$ cat config.mk
export PLATFORM = sky130hd
export DESIGN_NAME = prime_collector
export DESIGN_NICKNAME = d
export VERILOG_FILES = /design/src/rtl/prime_pkg.sv /design/src/rtl/prime_fifo.sv /design/src/rtl/prime_collector.sv
export SDC_FILE = /design/constraint.sdc
export NUM_CORES = 1
export LEC_CHECK = 0
export ABC_AREA = 0
export CAP_MARGIN = 30
export CELL_PAD_IN_SITES_DETAIL_PLACEMENT = 0
export CELL_PAD_IN_SITES_GLOBAL_PLACEMENT = 1
export CORE_AREA = 5 5 96 98
export CTS_BUF_LIST = sky130_fd_sc_hd__clkbuf_4 sky130_fd_sc_hd__clkbuf_8 sky130_fd_sc_hd__clkbuf_16
export CTS_CLUSTER_DIAMETER = 60
export DETAILED_ROUTE_END_ITERATION = 8
export DIE_AREA = 0 0 101 103
export GPL_ROUTABILITY_DRIVEN = 0
export HOLD_SLACK_MARGIN = 0.02
export PLACE_DENSITY = 0.81
export SYNTH_ARGS = -nofsm -noshare
export SYNTH_HDL_FRONTEND = slang
export SYNTH_SLANG_ARGS = --single-unit
export TNS_END_PERCENT = 100
$ cat constraint.sdc
create_clock -name clk -period 3.3 [get_ports clk]
set_clock_uncertainty 0.05 [all_clocks]
set_input_delay 0.33 -clock clk [delete_from_list [all_inputs] [get_ports clk]]
set_output_delay 0.33 -clock clk [all_outputs]
set_load 0.02 [all_outputs]
$ cat src/rtl/prime_pkg.sv
// Shared types and defaults for the prime collector: FSM state encoding,
// default widths/depth, and the ceiling for the non-prime drop counter.
package prime_pkg;
    typedef enum logic [1:0] {
        IDLE    = 2'd0,
        COLLECT = 2'd1,
        DONE    = 2'd2
    } state_e;

    localparam int DATA_W_DEF = 8;
    localparam int CNT_W_DEF  = 4;
    localparam int DEPTH_DEF  = 8;
    localparam int DROP_MAX   = 15;
endpackage

$ cat src/rtl/prime_fifo.sv
// Synchronous FIFO with registered full/empty flags; a push into a full FIFO
// or a pop from an empty one is ignored.
module prime_fifo
    import prime_pkg::*;
#(
    parameter int DATA_W = DATA_W_DEF,
    parameter int DEPTH  = DEPTH_DEF
) (
    input  logic              clk,
    input  logic              rst,
    input  logic              push,
    input  logic [DATA_W-1:0] push_data,
    input  logic              pop,
    output logic              full,
    output logic              empty,
    output logic [DATA_W-1:0] head
);
    localparam int AW = $clog2(DEPTH);

    logic [DATA_W-1:0] mem_q [DEPTH];
    logic [AW-1:0]     wr_ptr_q, wr_ptr_d;
    logic [AW-1:0]     rd_ptr_q, rd_ptr_d;
    logic [AW:0]       cnt_q, cnt_d;
    logic              full_q, full_d;
    logic              empty_q, empty_d;
    logic              do_push, do_pop;

    // Flags are registered, so a pop never frees space for a push in the same cycle.
    assign do_push = push & ~full_q;
    assign do_pop  = pop & ~empty_q;

    always_comb begin
        wr_ptr_d = wr_ptr_q;
        rd_ptr_d = rd_ptr_q;
        cnt_d    = cnt_q;
        if (do_push) wr_ptr_d = wr_ptr_q + AW'(1);
        if (do_pop)  rd_ptr_d = rd_ptr_q + AW'(1);
        case ({do_push, do_pop})
            2'b10:   cnt_d = cnt_q + (AW+1)'(1);
            2'b01:   cnt_d = cnt_q - (AW+1)'(1);
            default: cnt_d = cnt_q;
        endcase
        full_d  = (cnt_d == (AW+1)'(DEPTH));
        empty_d = (cnt_d == '0);
    end

    always_ff @(posedge clk or negedge rst) begin
        if (!rst) begin
            wr_ptr_q <= '0;
            rd_ptr_q <= '0;
            cnt_q    <= '0;
            full_q   <= 1'b0;
            empty_q  <= 1'b1;
        end else begin
            wr_ptr_q <= wr_ptr_d;
            rd_ptr_q <= rd_ptr_d;
            cnt_q    <= cnt_d;
            full_q   <= full_d;
            empty_q  <= empty_d;
        end
    end

    always_ff @(posedge clk) begin
        if (do_push) mem_q[wr_ptr_q] <= push_data;
    end

    assign full  = full_q;
    assign empty = empty_q;
    assign head  = mem_q[rd_ptr_q];
endmodule

$ cat src/rtl/prime_collector.sv
// Collects up to a programmed number of primes per session into a FIFO,
// counting accepted primes and discarded non-primes.
module prime_collector
    import prime_pkg::*;
#(
    parameter int DATA_W = DATA_W_DEF,
    parameter int DEPTH  = DEPTH_DEF,
    parameter int CNT_W  = CNT_W_DEF
) (
    input  logic              clk,
    input  logic              rst,
    input  logic              start,
    input  logic [CNT_W-1:0]  limit,
    input  logic              in_valid,
    output logic              in_ready,
    input  logic [DATA_W-1:0] in_data,
    input  logic              in_prime,
    output logic              out_valid,
    input  logic              out_ready,
    output logic [DATA_W-1:0] out_data,
    output logic [CNT_W-1:0]  count,
    output logic [CNT_W-1:0]  dropped,
    output logic              busy,
    output logic              done
);
    state_e             state_q, state_d;
    logic [CNT_W-1:0]   limit_q, limit_d;
    logic [CNT_W-1:0]   count_q, count_d;
    logic [CNT_W-1:0]   dropped_q, dropped_d;
    logic               fifo_full, fifo_empty, fifo_push;
    logic [DATA_W-1:0]  fifo_head;
    logic               xfer;

    function automatic logic [CNT_W-1:0] sat_inc(input logic [CNT_W-1:0] v);
        return (v == CNT_W'(DROP_MAX)) ? v : v + 1'b1;
    endfunction

    assign in_ready  = (state_q == COLLECT) & ~fifo_full;
    assign xfer      = in_valid & in_ready;
    assign fifo_push = xfer & in_prime;

    always_comb begin
        state_d   = state_q;
        limit_d   = limit_q;
        count_d   = count_q;
        dropped_d = dropped_q;
        case (state_q)
            IDLE, DONE: begin
                // Restart from DONE leaves the FIFO alone; old entries drain first.
                if (start) begin
                    limit_d   = limit;
                    count_d   = '0;
                    dropped_d = '0;
                    state_d   = (limit == '0) ? DONE : COLLECT;
                end
            end
            COLLECT: begin
                if (xfer) begin
                    if (in_prime) begin
                        count_d = count_q + 1'b1;
                        if (count_d == limit_q) state_d = DONE;
                    end else begin
                        dropped_d = sat_inc(dropped_q);
                    end
                end
            end
            default: state_d = IDLE;
        endcase
    end

    always_ff @(posedge clk or negedge rst) begin
        if (!rst) begin
            state_q   <= IDLE;
            limit_q   <= '0;
            count_q   <= '0;
            dropped_q <= '0;
        end else begin
            state_q   <= state_d;
            limit_q   <= limit_d;
            count_q   <= count_d;
            dropped_q <= dropped_d;
        end
    end

    prime_fifo #(
        .DATA_W (DATA_W),
        .DEPTH  (DEPTH)
    ) u_fifo (
        .clk       (clk),
        .rst       (rst),
        .push      (fifo_push),
        .push_data (in_data),
        .pop       (out_ready),
        .full      (fifo_full),
        .empty     (fifo_empty),
        .head      (fifo_head)
    );

    // Storage is not reset, so mask the head while nothing is buffered.
    assign out_valid = ~fifo_empty;
    assign out_data  = out_valid ? fifo_head : '0;
    assign count     = count_q;
    assign dropped   = dropped_q;
    assign busy      = (state_q == COLLECT);
    assign done      = (state_q == DONE);
endmodule

==> results of run 1 <==
metal layers:
layer  GRT usage  routed length, um
met5           0                  0
met4      0.0460                 49
met3      0.0372                320
met2       0.224               3270
met1       0.209               3200
cell usage after synthesis (4+ instances only):
cell      instances
inv_1             4
ha_1              7
buf_2             4
mux2_2            6
mux4_2           16
dfrtp_1          25
xnor2_1          10
nor2_1           15
nand2b_1          4
nand2_1          14
xor2_1            6
nor3_1            5
mux2i_1          11
edfxtp_1         64
how the worst max path moves through the flow:
stage / from / to / cells past startpoint
6_report: state_q[1] / u_fifo.full / 9
5_1_grt: state_q[1] / u_fifo.full / 9
4_1_cts: u_fifo.rd_ptr_q[1] / out_data[1] / 4
3_5_place_dp: in_prime / u_fifo.empty / 10
3_3_place_gp: in_prime / u_fifo.empty / 10
2_1_floorplan: state_q[1] / u_fifo.empty / 10
area by class of cell:
| type | count | area, sq um | area share |
|---|---|---|---|
| well taps | 108 | 135 | 0.0293 |
| clock buffers | 9 | 124 | 0.0269 |
| multi-input cells | 134 | 1230 | 0.266 |
| flip-flops and latches | 90 | 2570 | 0.558 |
| clock inverters | 6 | 65.1 | 0.0141 |
| repair buffers | 50 | 468 | 0.101 |
| inverters | 5 | 18.8 | 0.00407 |
registers in the layout, indices dropped and copies added (netlist names):
name	cells
count	4
u_fifo.rd_ptr_q	3
u_fifo.cnt_q	4
dropped	4
limit_q	4
u_fifo.full	1
state_q	2
u_fifo.empty	1
u_fifo.mem_q	64
u_fifo.wr_ptr_q	3
where the power goes:
| part | leakage, nW | switching [mW] | internal [mW] |
|---|---|---|---|
| sequential | 0.897 | 0.241 | 1.40 |
| clock | 0.0937 | 0.367 | 0.348 |
| combinational | 0.687 | 0.665 | 0.768 |
| total | 1.68 | 1.27 | 2.52 |
cells by family after synthesis:
logic type	after synthesis	share of synthesized area
DFF	90	0.667
AOI/OAI and AO/OA	17	0.0324
and+or+nand+nor	61	0.0868
muxes	33	0.139
buffers and inverters	13	0.0159
xor gates and xnor gates	16	0.0363
adders and majority gates	7	0.0227
layout by cell type (no fill, tap or decap), types with 4 or more instances in the layout:
master / synthesis / routed
xor2_1: 6 / 6
nand2b_1: 4 / 4
clkdlybuf4s50_1: 0 / 37
nand2_1: 14 / 14
clkbuf_8: 0 / 9
buf_4: 0 / 13
ha_1: 7 / 7
mux4_2: 16 / 16
nor3_1: 5 / 5
inv_1: 4 / 4
xnor2_1: 10 / 10
dfrtp_1: 25 / 25
mux2_2: 6 / 6
edfxtp_1: 64 / 64
nor2_1: 15 / 15
mux2i_1: 11 / 11
==> results.toml, run 1 <==
[clocking]
cts_setup_buffers = 0
cts.sink_count = 90
cts-hold-fix-buffers = 0
cts.clk_slew.worst_paths_ns = 0.08
clock_latency_ns = 0.34
cts_tree = "built"
clockRootBuffer = "clkbuf_8"
clock_path_buffers = 2
postCtsResizedCells = 0
cts_made_buffers = 9
cts_max_level = 3

[cells_and_area]
postLayoutCoreUtil = 0.550
fin_area_sq_um = 4610
fill_cells = 670
drive_above_1_share = 0.194
num_antenna_cells = 0
syn2layout_area_growth_pct = 19.4
fin_cells = 402
num-nets-final = 315

[detailed_routing]
drt_iter0_markers = 102
firstDrtPassIters = 4
vias_per_cell = 5.36
routedWlPerCell_um = 17.0
wl_mm = 6.84
via_count = 2154
ant_nets = 0
drc = 0

[yosys]
yosysUniqueCellTypes = 46
synth.avg_cell_area_sq_um = 16.3
syn-num-nets = 262
synth_area_leaders = "edfxtp_1 50%, dfrtp_1 16%, mux4_2 9.3%"
yosysTopAreaCell = "edfxtp_1"
synthCells = 237
synthesis.area_sq_um = 3860
synth_warnings = 0
synth.top_cell.area_share = 0.498
yosysSeqAreaShare = 0.667
synth_ff_type = "edfxtp_1"
synth_edf_count = 64
async_flop_share = 0.289
synth_seq_cells = 90

[timing]
rsz0062_at_grt = "no"
finalHoldViolCount = 0
holdWs_ns = 0.302
report.final.slew_viol_count = 0
slew_headroom = 0.474
finalCritPeriodShare = 0.843
fmax_mhz = 360
setup_slack_ns = 0.520
finalSetupTns_ns = 0
layout_min_cycle_time_ns = 2.78
setup_violations = 0
worst_slew_pin_slew_ns = 0.789

[run_status]
status = "complete, no violations"

[global_route]
globalRoute.totalOverflow = 0
grt_max_degree = 27
grt_antenna_before_repair = 0
grt_pass1_vias = 2216
grt_pass1_wl_mm = 11.5
grt_use_total = 0.147

[floorplan]
dieHeight_um = 103
die_width_um = 101
io_pins = 38
start_util = 0.461
rows = 34
die-area_sq_um = 10400
coreArea_sq_um = 8380

[critical_path]
critPathKind = "flip-flop to flip-flop"
startpoint_type = "flip-flop"
r2r-end = "u_fifo.full"
cp_cell_sequence = "nand2b_2 > nor3_4 > inv_2 > ha_1 > xor2_1 > ha_1 > mux2_2 > a2111o_1 > a2bb2oi_1"
endpoint_kind = "flip-flop"
required_ns = 3.51
slowest_delay_ns = 0.42
path_delay_family = "compound AO/OA/AOI/OAI gates"
critPathSlowestCell = "a2111o_1"
cp_max_fo = 14
worst-r2r-setup-slack_ns = 0.52
path_buf_inv = 1
crit_top_cell = "ha_1"
worstReg2RegStart = "state_q[1]"
crit_arrival_ns = 2.99
worst_r2r_path_depth = 9

[placement]
placed_area_sq_um = 4420
dp.cells = 387
hpwl_mm = 4.61
pre_cts_ws_ns = 0.307
io_buffers = 37

[hold_path]
hold_path.class = "input pin to async pin"

[run]
maxCapViolCount = 0

[power_and_ir_drop]
power_leakage_nw = 1.68
power_density_nw_per_um2 = 822
power_mw = 3.79
irDropWorstVdd_uv = 402
Power figures use the tool's default switching activity.
==> run 2, diff against run 1 <==
--- a/config.mk
+++ b/config.mk
@@ -9,14 +9,14 @@
 export CAP_MARGIN = 30
 export CELL_PAD_IN_SITES_DETAIL_PLACEMENT = 0
 export CELL_PAD_IN_SITES_GLOBAL_PLACEMENT = 1
-export CORE_AREA = 5 5 96 98
+export CORE_AREA = 5 5 101 103
 export CTS_BUF_LIST = sky130_fd_sc_hd__clkbuf_4 sky130_fd_sc_hd__clkbuf_8 sky130_fd_sc_hd__clkbuf_16
 export CTS_CLUSTER_DIAMETER = 60
 export DETAILED_ROUTE_END_ITERATION = 8
-export DIE_AREA = 0 0 101 103
+export DIE_AREA = 0 0 106 108
 export GPL_ROUTABILITY_DRIVEN = 0
 export HOLD_SLACK_MARGIN = 0.02
-export PLACE_DENSITY = 0.81
+export PLACE_DENSITY = 0.77
 export SYNTH_ARGS = -nofsm -noshare
 export SYNTH_HDL_FRONTEND = slang
 export SYNTH_SLANG_ARGS = --single-unit
==> constraint.sdc (replaced) <==
create_clock -name clk -period 2.4 [get_ports clk]
set_clock_uncertainty 0.05 [all_clocks]
set_input_delay 0.24 -clock clk [delete_from_list [all_inputs] [get_ports clk]]
set_output_delay 0.24 -clock clk [all_outputs]
set_load 0.02 [all_outputs]
==> run 2 against run 1 <==
  * Final area rose by 3.4%
  * Clock-buffer cell count did not move
  * Power rose by 44%
  * Sequential share of layout area down 1.8 points
  * Final cell count rose by 4.5%
  * First-iteration DRC count shrank 25%
  * Flip-flop and latch count is the same
  * Die area rose by 10%
  * Critical path depth stayed put
  * Sequential power is 33% higher
  * Via count is 0.56% lower
  * Global-route usage shrank 1.2 points
  * Largest cell class unchanged
==> results.toml, run 2 (synthesized netlist as in run 1, its figures left out) <==
[run_status]
status = "complete, no violations"

[placement]
placed_area_sq_um = 4540
hpwl_mm = 4.88
io_buffers = 37

[hold_path]
hold_path.class = "input pin to async pin"

[critical_path]
startpoint_type = "flip-flop"
critPathKind = "flip-flop to flip-flop"
endpoint_kind = "flip-flop"
required_ns = 2.63
cp-startpoint = "state_q[1]"
worstReg2RegStart = "state_q[1]"
cp_max_fo = 7
crit_arrival_ns = 2.55

[timing]
finalHoldViolCount = 0
slew_headroom = 0.673
layout_min_cycle_time_ns = 2.32
setup_violations = 0
fmax_mhz = 431
finalCritPeriodShare = 0.966
rsz0062_at_grt = "yes"
report.final.slew_viol_count = 0
worst_slew_pin_slew_ns = 0.490
finalSetupTns_ns = 0

[cells_and_area]
layout_common_cells = "64 x edfxtp_1, 29 x clkdlybuf4s50_1, 26 x buf_4, 25 x dfrtp_1, 16 x mux4_2"
fill_cells = 758
seq_area_sq_um = 2570
num-nets-final = 329
largest_reg_flops = 64
multi_input_area_sq_um = 1250
fin_area_sq_um = 4770
mostFrequentLayoutCell = "edfxtp_1"
syn2layout_area_growth_pct = 23.5
num_antenna_cells = 0
regMostFlops = "u_fifo.mem_q"
drive_above_1_share = 0.243

[clocking]
cts_max_level = 3
clockRootBuffer = "clkbuf_8"
clock_path_buffers = 2
cts.sink_count = 90
cts-hold-fix-buffers = 0
cts_tree = "built"
clock_latency_ns = 0.35
cts_made_buffers = 9
cts.clk_slew.worst_paths_ns = 0.09

[floorplan]
io_pins = 38
rows = 35
dieHeight_um = 108
start_util = 0.424
die-area_sq_um = 11400
coreArea_sq_um = 9110
die_width_um = 106

[power_and_ir_drop]
power_density_nw_per_um2 = 1140
irDropWorstVdd_uv = 501
power_leakage_nw = 1.78

[global_route]
grt_max_degree = 27
globalRoute.totalOverflow = 0
grt_use_total = 0.135
grt_pass1_vias = 2181
grt_pass1_wl_mm = 11.6
grt_antenna_before_repair = 0

[detailed_routing]
wl_mm = 7.18
drt_iter0_markers = 77
via_count = 2142
firstDrtPassIters = 4
vias_per_cell = 5.10
ant_nets = 0
drc = 0
routedWlPerCell_um = 17.1

[run]
maxCapViolCount = 0
==> run 2: routing by layer <==
layer / track usage / wire length [um] / part of all wire
met5: 0 / 0 / 0
met3: 0.0197 / 180 / 0.025
met2: 0.217 / 3480 / 0.49
met1: 0.181 / 3360 / 0.47
met4: 0.0666 / 153 / 0.021
==> run 2: path summary, 6_finish.rpt <==
path | to | cells after the start | slack (ns)
max in group asynchronous | u_fifo.empty | 2 | 1.80
min in group clk | state_q[0] | 3 | 0.47
min | dropped[2] | 2 | 0.20
max reg2reg | u_fifo.empty | 9 | 0.08
min reg2reg | limit_q[2] | 1 | 0.49
max | u_fifo.empty | 9 | 0.08
==> run 2: critical path: stages (launching register included) <==
cell and delay [ns]:
dfrtp_1 0.39, nand2b_4 0.19, nor3_4 0.14, inv_2 0.08, ha_4 0.16, xor2_1 0.16, ha_1 0.27, mux2_2 0.28
a2111o_1 0.32, a211oi_2 0.22
==> run 2: power breakdown <==
group	switching, mW	internal, mW
clock network	0.541	0.597
registers	0.244	1.93
logic	1.04	1.09
total	1.82	3.62
==> run 2: what timing repair did <==
item / CTS / global route
setup buffers: 0 / 1
pin swaps: 0 / 2
gates resized for setup: 9 / 0
endpoints found under the setup margin: 8 / 3
==> run 2: area by class of cell <==
class | count | share of cell area
multi-input combinational | 134 | 0.262
clock buffer | 9 | 0.0260
sequential | 90 | 0.540
tap | 111 | 0.0291
inverter | 5 | 0.00394
clock inverter | 7 | 0.0207
timing repair buffer | 64 | 0.119
==> run 2: through the flow <==
stage	setup slack (ns)	hold slack (ns)	cells	util	total power, mW
after floorplan	-0.0225	-0.106	237	-	3.64
after global placement	-0.189	0.470	403	0.499	4.41
after detailed placement	-0.238	0.473	403	0.499	4.44
after CTS	0.0514	0.204	419	0.523	5.50
after global routing	-0.0554	0.232	420	0.523	5.78
final	0.0807	0.203	420	0.523	5.44
==> run 3, diff against run 2 <==
--- a/config.mk
+++ b/config.mk
@@ -5,15 +5,15 @@
 export SDC_FILE = /design/constraint.sdc
 export NUM_CORES = 1
 export LEC_CHECK = 0
-export ABC_AREA = 0
+export ABC_AREA = 1
 export CAP_MARGIN = 30
 export CELL_PAD_IN_SITES_DETAIL_PLACEMENT = 0
 export CELL_PAD_IN_SITES_GLOBAL_PLACEMENT = 1
-export CORE_AREA = 5 5 101 103
+export CORE_AREA = 5 5 105 107
 export CTS_BUF_LIST = sky130_fd_sc_hd__clkbuf_4 sky130_fd_sc_hd__clkbuf_8 sky130_fd_sc_hd__clkbuf_16
 export CTS_CLUSTER_DIAMETER = 60
 export DETAILED_ROUTE_END_ITERATION = 8
-export DIE_AREA = 0 0 106 108
+export DIE_AREA = 0 0 110 112
 export GPL_ROUTABILITY_DRIVEN = 0
 export HOLD_SLACK_MARGIN = 0.02
 export PLACE_DENSITY = 0.77
==> run 3 against run 2 <==
  * Non-clock buffer count shrank 4
  * Worst hold slack better by 0.012 ns
  * Final cell count is 37% higher
==> results.toml, run 3 <==
[run_status]
status = "complete, no violations"

[critical_path]
required_ns = 2.11
worst_r2r_path_depth = 14
cp_max_fo = 9
r2r-end = "u_fifo.full"
critPathKind = "flip-flop to output pin"
crit_arrival_ns = 1.95
endpoint_kind = "output pin"
cp_cell_sequence = "inv_2 > buf_12 > nor2_1 > o32ai_1 > nor2_1 > nor2_1 > dlygate4sd2_1"
path_buf_inv = 3
slowest_delay_ns = 0.48
worst-r2r-setup-slack_ns = 0.21
critPathSlowestCell = "dfrtp_2"
startpoint_type = "flip-flop"
path_delay_family = "buffers and inverters"
worstReg2RegStart = "state_q[1]"
crit_top_cell = "nor2_1"

[yosys]
synth_seq_cells = 90
yosysUniqueCellTypes = 29
synth_edf_count = 64
yosysSeqAreaShare = 0.650
synth.avg_cell_area_sq_um = 10.6
async_flop_share = 0.289
synthesis.area_sq_um = 3960
synth_warnings = 0
synth.top_cell.area_share = 0.485
synthTopCellsByCount = "76 x nor2_1, 64 x edfxtp_1, 49 x nand2_1, 49 x o21ai_0, 29 x inv_1"
synth_area_leaders = "edfxtp_1 49%, dfrtp_1 16%, nor2_1 7.2%"
synthMostInstantiatedCell = "nor2_1"
yosysTopAreaCell = "edfxtp_1"
synth_ff_type = "edfxtp_1"
synthCells = 372
syn-num-nets = 397

[global_route]
grtUsageMet3 = 0.0272
busiest_layer = "met2"
grt_max_degree = 27
grt_pass1_wl_mm = 13.7
use_met1 = 0.179
grt_antenna_before_repair = 0
grt_use_total = 0.145
use_met2 = 0.253
grt_pass1_vias = 2714
globalRoute.totalOverflow = 0

[timing]
finalSetupTns_ns = 0
setup_violations = 0
layout_min_cycle_time_ns = 2.24
finalCritPeriodShare = 0.933
fmax_mhz = 447
report.final.slew_viol_count = 0
rsz0062_at_grt = "no"
worst_slew_pin_slew_ns = 0.346
slew_headroom = 0.769
finalHoldViolCount = 0

[clocking]
clock_path_buffers = 2
cts.clk_slew.worst_paths_ns = 0.09
clockRootBuffer = "clkbuf_8"
cts_made_buffers = 9
cts_tree = "built"
cts_max_level = 3
cts-hold-fix-buffers = 0
clock_latency_ns = 0.34
cts.sink_count = 90

[cells_and_area]
mostFrequentLayoutCell = "nor2_1"
regMostFlops = "u_fifo.mem_q"
syn2layout_area_growth_pct = 21.9
fill_cells = 967
fin_area_sq_um = 4830
num-nets-final = 458
largest_reg_flops = 64
drive_above_1_share = 0.128
num_antenna_cells = 0
layout_common_cells = "75 x nor2_1, 64 x edfxtp_1, 49 x nand2_1, 48 x o21ai_0"

[detailed_routing]
via_count = 2809
routedWlPerCell_um = 14.7
firstDrtPassIters = 4
vias_per_cell = 4.89
drt_iter0_markers = 154
ant_nets = 0
drc = 0
wl_mm = 8.41

[floorplan]
start_util = 0.394
coreArea_sq_um = 10000
dieHeight_um = 112
rows = 37
io_pins = 38
die_width_um = 110
die-area_sq_um = 12300

[power_and_ir_drop]
power_density_nw_per_um2 = 1120
power_leakage_nw = 1.90
irDropWorstVdd_uv = 535
power_mw = 5.42

[placement]
io_buffers = 37
placed_area_sq_um = 4660
hpwl_mm = 5.70

[run]
maxCapViolCount = 0

[hold_path]
hold_path.class = "input pin to async pin"
[run 3: repair_timing]
action	4_1_cts	5_1_grt
buffers inserted	0	0
setup endpoints to repair	8	3
gates cloned	0	0
gates resized for setup	10	5
[run 3: cell families (layout without fill, tap and decap cells)]
group / count (synthesis) / in the layout / synth area share
fa+ha+maj: 7 / 7 / 0.0221
compound gates: 72 / 72 / 0.101
xor+xnor: 6 / 6 / 0.0133
simple gates: 154 / 154 / 0.173
buf+inv: 43 / 109 / 0.0407
flops: 90 / 90 / 0.650
[run 3: worst max-delay path by stage]
stage                     cells after the start          startpoint          end
after floorplan                              13        u_fifo.empty  u_fifo.full
after global placement                       14            in_valid  u_fifo.full
after detailed placement                     14            in_valid  u_fifo.full
after CTS                                    14          state_q[1]  u_fifo.full
after global routing                          8  u_fifo.rd_ptr_q[0]  out_data[7]
final                                         7  u_fifo.rd_ptr_q[0]  out_data[0]
[run 3: where the power goes]
group | switching (mW) | total [mW] | internal, mW
Clock | 0.520 | 0.907 | 0.388
Combinational | 1.41 | 2.36 | 0.953
Sequential | 0.242 | 2.15 | 1.91
[run 3: through the flow]
step	setup slack (ns)	instances	hold WS, ns	utilization
floorplan	0.0316	372	-0.106	-
global placement	0.0286	558	0.440	0.464
detailed placement	-0.0616	558	0.446	0.464
CTS	0.0652	574	0.226	0.481
global route	0.00807	574	0.250	0.481
finish	0.160	574	0.215	0.481
[run 3: final cells by class]
cell class | count | area (sq um) | area share
Tap cell | 136 | 170 | 0.0352
Timing Repair Buffer | 60 | 554 | 0.115
Clock inverter | 6 | 41.3 | 0.00855
Sequential cell | 90 | 2580 | 0.533
Multi-Input combinational cell | 239 | 1230 | 0.255
Inverter | 33 | 124 | 0.0256
Clock buffer | 10 | 131 | 0.0272
[run 3: per-layer routing]
| metal | part of all wire | wire length [um] | up-vias |
|---|---|---|---|
| met5 | 0 | 0 | - |
| met4 | 0.011 | 89 | 0 |
| met1 | 0.43 | 3640 | 1351 |
| li1 | - | - | 1396 |
| met2 | 0.52 | 4400 | 53 |
| met3 | 0.033 | 280 | 9 |
